## src/rtl/ota_cmp_scheduler.sv

```systemverilog
// ota_cmp_scheduler
//
// Time-shares one digital-OTA comparator between NREQ requesters. A
// round-robin arbiter picks one requester and steers the analog input mux
// to its pair. The block then enables the OTA and waits a programmable
// settle time. It majority-votes NSAMP synchronized samples of the OTA
// output and reports one result tagged with the requester ID.
//
// State table
//   state  | meaning
//   IDLE   | no conversion; arbitrate pending requests
//   SETTLE | OTA enabled, mux steered, waiting settle_cycles clocks
//   SAMPLE | counting ones on the synchronized OTA output, NSAMP clocks
//   REPORT | done pulse, result valid, grant/OTA released
//
// Ports
//   clk            single clock
//   rst            asynchronous active-high reset
//   req[NREQ]      level request per requester
//   settle_cycles  settle wait in clk cycles, captured at grant
//   ota_out        raw OTA output, asynchronous to clk
//   ota_en         OTA output-stage enable
//   mux_sel[IDW]   analog input-pair select (granted ID)
//   grant[NREQ]    one-hot grant, zero when idle
//   busy           high in any state other than IDLE
//   done           one-cycle result-valid pulse
//   result         majority-vote comparison result
//   result_id[IDW] requester ID owning result

module ota_cmp_scheduler #(
  parameter int NREQ  = 4,
  parameter int IDW   = 2,
  parameter int NSAMP = 3,
  parameter int SETW  = 4
) (
  input  logic            clk,
  input  logic            rst,
  input  logic [NREQ-1:0] req,
  input  logic [SETW-1:0] settle_cycles,
  input  logic            ota_out,
  output logic            ota_en,
  output logic [IDW-1:0]  mux_sel,
  output logic [NREQ-1:0] grant,
  output logic            busy,
  output logic            done,
  output logic            result,
  output logic [IDW-1:0]  result_id
);

  localparam int CW = $clog2(NSAMP + 1);

  typedef enum logic [1:0] {
    ST_IDLE   = 2'd0,
    ST_SETTLE = 2'd1,
    ST_SAMPLE = 2'd2,
    ST_REPORT = 2'd3
  } state_t;

  state_t          state, state_nxt;

  logic            s1, s2;
  logic [SETW-1:0] settle_cnt, settle_nxt;
  logic [CW-1:0]   ones_cnt, ones_nxt;
  logic [CW-1:0]   samp_cnt, samp_nxt;
  logic [IDW-1:0]  last, last_nxt;

  logic [NREQ-1:0] grant_nxt;
  logic            ota_en_nxt;
  logic [IDW-1:0]  mux_sel_nxt;
  logic            done_nxt;
  logic            result_nxt;
  logic [IDW-1:0]  result_id_nxt;

  logic            arb_found;
  logic [IDW-1:0]  arb_id;
  logic [IDW-1:0]  cand;

  logic [CW-1:0]   ones_total;
  logic            vote;

  // Two-flop synchronizer, free-running in every state.
  always_ff @(posedge clk or posedge rst) begin
    if (rst) begin
      s1 <= 1'b0;
      s2 <= 1'b0;
    end else begin
      s1 <= ota_out;
      s2 <= s1;
    end
  end

  // Round-robin search starting one above the last served ID. NREQ is a
  // power of two, so the IDW-bit add wraps modulo NREQ on its own; the last
  // candidate (i == NREQ) is the last-served ID itself, giving it lowest
  // priority.
  always_comb begin
    arb_found = 1'b0;
    arb_id    = '0;
    cand      = '0;
    for (int i = 1; i <= NREQ; i++) begin
      cand = last + IDW'(i);
      if (!arb_found && req[cand]) begin
        arb_found = 1'b1;
        arb_id    = cand;
      end
    end
  end

  // Running count including the sample taken this cycle.
  assign ones_total = ones_cnt + CW'(s2);
  assign vote       = (ones_total > CW'(NSAMP / 2));

  always_comb begin
    state_nxt     = state;
    settle_nxt    = settle_cnt;
    ones_nxt      = ones_cnt;
    samp_nxt      = samp_cnt;
    last_nxt      = last;
    grant_nxt     = grant;
    ota_en_nxt    = ota_en;
    mux_sel_nxt   = mux_sel;
    done_nxt      = 1'b0;
    result_nxt    = result;
    result_id_nxt = result_id;

    unique case (state)
      ST_IDLE: begin
        if (arb_found) begin
          grant_nxt   = NREQ'(1) << arb_id;
          mux_sel_nxt = arb_id;
          ota_en_nxt  = 1'b1;
          settle_nxt  = settle_cycles;
          ones_nxt    = '0;
          samp_nxt    = '0;
          state_nxt   = (settle_cycles != '0) ? ST_SETTLE : ST_SAMPLE;
        end
      end

      ST_SETTLE: begin
        settle_nxt = settle_cnt - SETW'(1);
        if (settle_cnt <= SETW'(1)) begin
          state_nxt = ST_SAMPLE;
        end
      end

      ST_SAMPLE: begin
        ones_nxt = ones_total;
        if (samp_cnt == CW'(NSAMP - 1)) begin
          samp_nxt      = '0;
          result_nxt    = vote;
          result_id_nxt = mux_sel;
          done_nxt      = 1'b1;
          grant_nxt     = '0;
          ota_en_nxt    = 1'b0;
          state_nxt     = ST_REPORT;
        end else begin
          samp_nxt = samp_cnt + CW'(1);
        end
      end

      ST_REPORT: begin
        last_nxt  = mux_sel;
        ones_nxt  = '0;
        state_nxt = ST_IDLE;
      end

      default: begin
        state_nxt = ST_IDLE;
      end
    endcase
  end

  always_ff @(posedge clk or posedge rst) begin
    if (rst) begin
      state      <= ST_IDLE;
      settle_cnt <= '0;
      ones_cnt   <= '0;
      samp_cnt   <= '0;
      last       <= IDW'(NREQ - 1);
      grant      <= '0;
      ota_en     <= 1'b0;
      mux_sel    <= '0;
      done       <= 1'b0;
      result     <= 1'b0;
      result_id  <= '0;
    end else begin
      state      <= state_nxt;
      settle_cnt <= settle_nxt;
      ones_cnt   <= ones_nxt;
      samp_cnt   <= samp_nxt;
      last       <= last_nxt;
      grant      <= grant_nxt;
      ota_en     <= ota_en_nxt;
      mux_sel    <= mux_sel_nxt;
      done       <= done_nxt;
      result     <= result_nxt;
      result_id  <= result_id_nxt;
    end
  end

  assign busy = (state != ST_IDLE);

endmodule

```

## config.mk

```make
export PLATFORM = sky130hd
export DESIGN_NAME = ota_cmp_scheduler
export DESIGN_NICKNAME = d
export VERILOG_FILES = /design/src/rtl/ota_cmp_scheduler.sv
export SDC_FILE = /design/constraint.sdc
export NUM_CORES = 1
export LEC_CHECK = 0
export BUFFER_PORTS_ARGS = -buffer_cell sky130_fd_sc_hd__buf_2
export CAP_MARGIN = 20
export CORE_MARGIN = 2
export CORE_UTILIZATION = 30
export CTS_BUF_LIST = sky130_fd_sc_hd__clkbuf_16
export DETAILED_ROUTE_END_ITERATION = 16
export GPL_ROUTABILITY_DRIVEN = 0
export PLACE_DENSITY_LB_ADDON = 0.12
export SLEW_MARGIN = 20
export SYNTH_ARGS = -nofsm -noshare
export SYNTH_HDL_FRONTEND = slang
export SYNTH_SLANG_ARGS = --single-unit
```

## constraint.sdc

```tcl
create_clock -name clk -period 1.55 [get_ports clk]
set_clock_uncertainty 0.05 [all_clocks]
set_input_delay 0.155 -clock clk [delete_from_list [all_inputs] [get_ports clk]]
set_output_delay 0.155 -clock clk [all_outputs]
set_load 0.05 [all_outputs]
```

==> report_table.html <==
<table>
<tr><th>Metric</th><th>Value</th></tr>
<tr><th colspan="2">Outcome</th></tr>
<tr><td>Outcome</td><td>finished clean</td></tr>
<tr><th colspan="2">Layout</th></tr>
<tr><td>Number of nets in the final layout</td><td>199</td></tr>
<tr><td>Area delta synth-&gt;final</td><td>46.2%</td></tr>
<tr><td>Utilization of the core after routing</td><td>45.8%</td></tr>
<tr><td>Highest-count cells in the layout ignoring fill and taps</td><td>buf_4, dfrtp_1, buf_2, nand2_1, nor2_1</td></tr>
<tr><td>Most common library cell in the layout ignoring fill and taps</td><td>buf_4</td></tr>
<tr><td>Count of inserted antenna diode cells</td><td>0</td></tr>
<tr><td>Final std cell area, no fill</td><td>0.00201 mm2</td></tr>
<tr><td>Final cell count without fillers</td><td>232</td></tr>
<tr><td>Layout cells sized above 1</td><td>55.0%</td></tr>
<tr><th colspan="2">Detailed routing</th></tr>
<tr><td>Routed wire per std cell</td><td>14.0 um</td></tr>
<tr><td>Count of TritonRoute iterations in the first routing pass</td><td>4</td></tr>
<tr><td>Routed vias/inst</td><td>5.00</td></tr>
<tr><td>DRC viols</td><td>0</td></tr>
<tr><td>Total number of vias</td><td>1,160</td></tr>
<tr><td>Final wirelength</td><td>3250 um</td></tr>
<tr><td>DR iter-0 viols</td><td>14</td></tr>
<tr><td>Antenna violation net count after detailed routing</td><td>0</td></tr>
<tr><th colspan="2">Min path</th></tr>
<tr><td>Beginning of the worst hold path</td><td>settle_cycles[0]</td></tr>
<tr><td>Number of cells on the worst hold path</td><td>3</td></tr>
<tr><td>Type of the worst min-delay path</td><td>input pin to flop</td></tr>
<tr><td>Worst-case hold path end point</td><td>settle_cnt[0]$_DFFE_PP0P_</td></tr>
<tr><th colspan="2">Die</th></tr>
<tr><td>Initial cell density of the core</td><td>31.3%</td></tr>
<tr><td>Core region area</td><td>0.00438 mm2</td></tr>
<tr><td>Die Area</td><td>0.00513 mm2</td></tr>
<tr><td>Die extent in y</td><td>71.6 um</td></tr>
<tr><td>Top-level I/O count</td><td>23</td></tr>
<tr><td>Cell Rows</td><td>24</td></tr>
<tr><td>Die boundary width</td><td>71.6 um</td></tr>
<tr><th colspan="2">Logic synthesis</th></tr>
<tr><td>Combined area of all synthesized cells</td><td>0.00137 mm2</td></tr>
<tr><td>Synth async-reset ratio</td><td>100%</td></tr>
<tr><td>Mean instance size in the synthesized netlist</td><td>10.8 um2</td></tr>
<tr><td>Synthesized instance count</td><td>127</td></tr>
<tr><td>Syn_nets</td><td>145</td></tr>
<tr><td>Number of register bits inferred by synthesis</td><td>25</td></tr>
<tr><td>Ys flop type</td><td>dfrtp_1</td></tr>
<tr><td>Number of distinct library cell variants in the gate-level netlist after synthesis</td><td>44</td></tr>
<tr><td>Number of warning messages in the yosys log</td><td>0</td></tr>
<tr><td>Sequential cell area fraction in the yosys report</td><td>45.8%</td></tr>
<tr><td>Number of enable flip-flop cells after synthesis</td><td>0</td></tr>
<tr><th colspan="2">STA</th></tr>
<tr><td>Worst-case headroom to the max-slew limit</td><td>66.0%</td></tr>
<tr><td>Total of endpoints with negative setup slack in the final report</td><td>0</td></tr>
<tr><td>Setup slack after layout</td><td>0.0143 ns</td></tr>
<tr><td>Worst slew pin tran</td><td>0.506 ns</td></tr>
<tr><td>Maximum frequency from static timing analysis</td><td>0.651 GHz</td></tr>
<tr><td>Final Hold Fails</td><td>0</td></tr>
<tr><td>Tmin final</td><td>1.54 ns</td></tr>
<tr><td>Max-slew violation total from the final report</td><td>0</td></tr>
<tr><td>Period utilization</td><td>99.1%</td></tr>
<tr><td>Total negative slack for setup checks</td><td>0 ns</td></tr>
<tr><td>Final hold slack</td><td>0.201 ns</td></tr>
<tr><td>RSZ-0062 raised after global routing</td><td>true</td></tr>
<tr><th colspan="2">Critical path</th></tr>
<tr><td>Arrival time of the worst setup path</td><td>1.63 ns</td></tr>
<tr><td>Endpoint of the worst-slack reg-to-reg timing path</td><td>state[0]$_DFFE_PP0P_</td></tr>
<tr><td>WP data required</td><td>1.65 ns</td></tr>
<tr><td>Worst reg2reg setup slack</td><td>0.01 ns</td></tr>
<tr><td>Origin of the critical flop-to-flop path</td><td>settle_cnt[0]$_DFFE_PP0P_</td></tr>
<tr><td>Number of cells traversed by the worst register-to-register path</td><td>6</td></tr>
<tr><td>Crit Path Max Fanout</td><td>3</td></tr>
<tr><td>CP startpoint kind</td><td>flop</td></tr>
<tr><td>Type of destination of the critical path</td><td>flop</td></tr>
<tr><td>Source of the critical timing path</td><td>settle_cnt[0]$_DFFE_PP0P_</td></tr>
<tr><td>Worst Path Class, Setup</td><td>flop to flop</td></tr>
<tr><th colspan="2">Clock network</th></tr>
<tr><td>Buffers from clock root to sink, at most</td><td>2</td></tr>
<tr><td>Clock latency reported for the late side of the worst-skew pair</td><td>0.26 ns</td></tr>
<tr><td>Max H-tree Level</td><td>1</td></tr>
<tr><td>Number of clock sinks</td><td>25</td></tr>
<tr><td>Clk Tree Root Cell</td><td>clkbuf_16</td></tr>
<tr><td>Number of buffers added by the clock tree synthesis step</td><td>3</td></tr>
<tr><td>TritonCTS clock tree</td><td>done</td></tr>
<tr><td>Clock transition at the registers of the reported paths</td><td>0.07 ns</td></tr>
<tr><th colspan="2">Power</th></tr>
<tr><td>Static leakage</td><td>0.902 nW</td></tr>
<tr><td>Clk network pwr share</td><td>13.3%</td></tr>
<tr><td>Final Power</td><td>4.55 mW</td></tr>
<tr><td>Fraction of power spent switching nets</td><td>43.6%</td></tr>
<tr><td>Power dissipated by switching net loads</td><td>1.99 mW</td></tr>
<tr><td>Maximum vdd drop</td><td>0.000915 V</td></tr>
<tr><td>Sequential Power Share</td><td>25.7%</td></tr>
<tr><td>Relative contribution of combinational cells to total power</td><td>61.0%</td></tr>
<tr><td>Internal power consumption</td><td>2.57 mW</td></tr>
<tr><td>Power density normalized to cell area</td><td>2270 mW/mm2</td></tr>
<tr><th colspan="2">Global route</th></tr>
<tr><td>Largest net degree at the start of global routing</td><td>26</td></tr>
<tr><td>Vias in the first global route</td><td>1,157</td></tr>
<tr><td>Number of antenna violations at the first check in global routing</td><td>0</td></tr>
<tr><td>Wire length of the first global-routing pass</td><td>5460 um</td></tr>
<tr><td>Global-route usage over all layers</td><td>13.6%</td></tr>
<tr><td>Overflow left after global routing</td><td>0</td></tr>
<tr><th colspan="2">Place</th></tr>
<tr><td>Placed Cells incl. Taps</td><td>218</td></tr>
<tr><td>Number of buffers added on ports</td><td>22</td></tr>
<tr><td>Hpwl dp</td><td>2430 um</td></tr>
<tr><td>Cell Area, Placed</td><td>0.00169 mm2</td></tr>
<tr><td>DP Worst Slack</td><td>-0.119 ns</td></tr>
<tr><th colspan="2">Job</th></tr>
<tr><td>Max-Cap Viols</td><td>0</td></tr>
</table>
[cell type report]
class / count / area, um2
well taps: 52 / 65.1
clock buffers: 3 / 75.1
multi-input cells: 89 / 841
clock inverters: 1 / 8.76
inverters: 10 / 41.3
fillers: 427 / 2380
flip-flops and latches: 25 / 629
repair buffers: 52 / 347
[synthesized netlist by cell type, drive strengths merged, types with 4 or more instances]
master / number / area (um2)
inv: 10 / 37.5
mux2: 6 / 67.6
a21oi: 6 / 37.5
nand2b: 4 / 25.0
nand2: 9 / 33.8
nor2: 7 / 26.3
ha: 7 / 87.6
nor3: 4 / 20.0
o21ai: 12 / 67.6
dfrtp: 23 / 576
[per-layer routing]
metal,global-route usage [%],part of all wire [%],vias to the layer above
li1,-,-,563
met1,16.8,43,569
met2,24.0,52,24
met3,2.25,3.8,4
met4,4.82,1.0,0
met5,0,0,-
[cells by family after synthesis]
group           share of synthesized area (%)
compound gates                           21.8
simple gates                             15.0
flops                                    45.8
buf+inv                                  4.83
mux                                      5.65
fa+ha+maj                                6.38
xor+xnor                                0.638
[power groups by stage]
stage / clock network, mW / registers [mW] / logic [mW]
after global placement: 0 / 1.15 / 2.25
after CTS: 0.625 / 1.16 / 2.39
after detailed placement: 0 / 1.16 / 2.30
final: 0.605 / 1.17 / 2.78
after global routing: 0.649 / 1.22 / 3.00
after floorplan: 0 / 1.52 / 1.17
[worst max path at each step]
stage / end / slack [ns]
6_report: state[0]$_DFFE_PP0P_ / 0.01
2_1_floorplan: grant[0]$_DFFE_PP0P_ / -0.17
5_1_grt: grant[0]$_DFFE_PP0P_ / -0.03
4_1_cts: state[0]$_DFFE_PP0P_ / -0.04
3_5_place_dp: state[0]$_DFFE_PP0P_ / -0.12
3_3_place_gp: state[0]$_DFFE_PP0P_ / -0.05
[flip-flops by register name (all words and copies together), names as in the netlist]
name	flops
state	2
s1	1
settle_cnt	4
s2	1
result_id	2
ota_en	1
samp_cnt	2
ones_cnt	2
done	1
result	1
grant	4
mux_sel	2
last	2
[critical path, cell delays in order (launching register included)]
cell and delay (ns):
dfrtp_1 0.43, inv_2 0.09, ha_4 0.14, nor2_4 0.04, o31ai_4 0.22, nand3_2 0.13, mux2_4 0.31
[repair_timing]
item | in CTS | in global routing
hold buffers | 2 | 0
pin swaps | 0 | 9
setup buffers | 0 | 7
gates resized for setup | 7 | 26
endpoints found under the hold margin | 24 | 0
endpoints found under the setup margin | 10 | 15
cloned | 0 | 1
No activity file was read; power rests on OpenSTA's default activity.
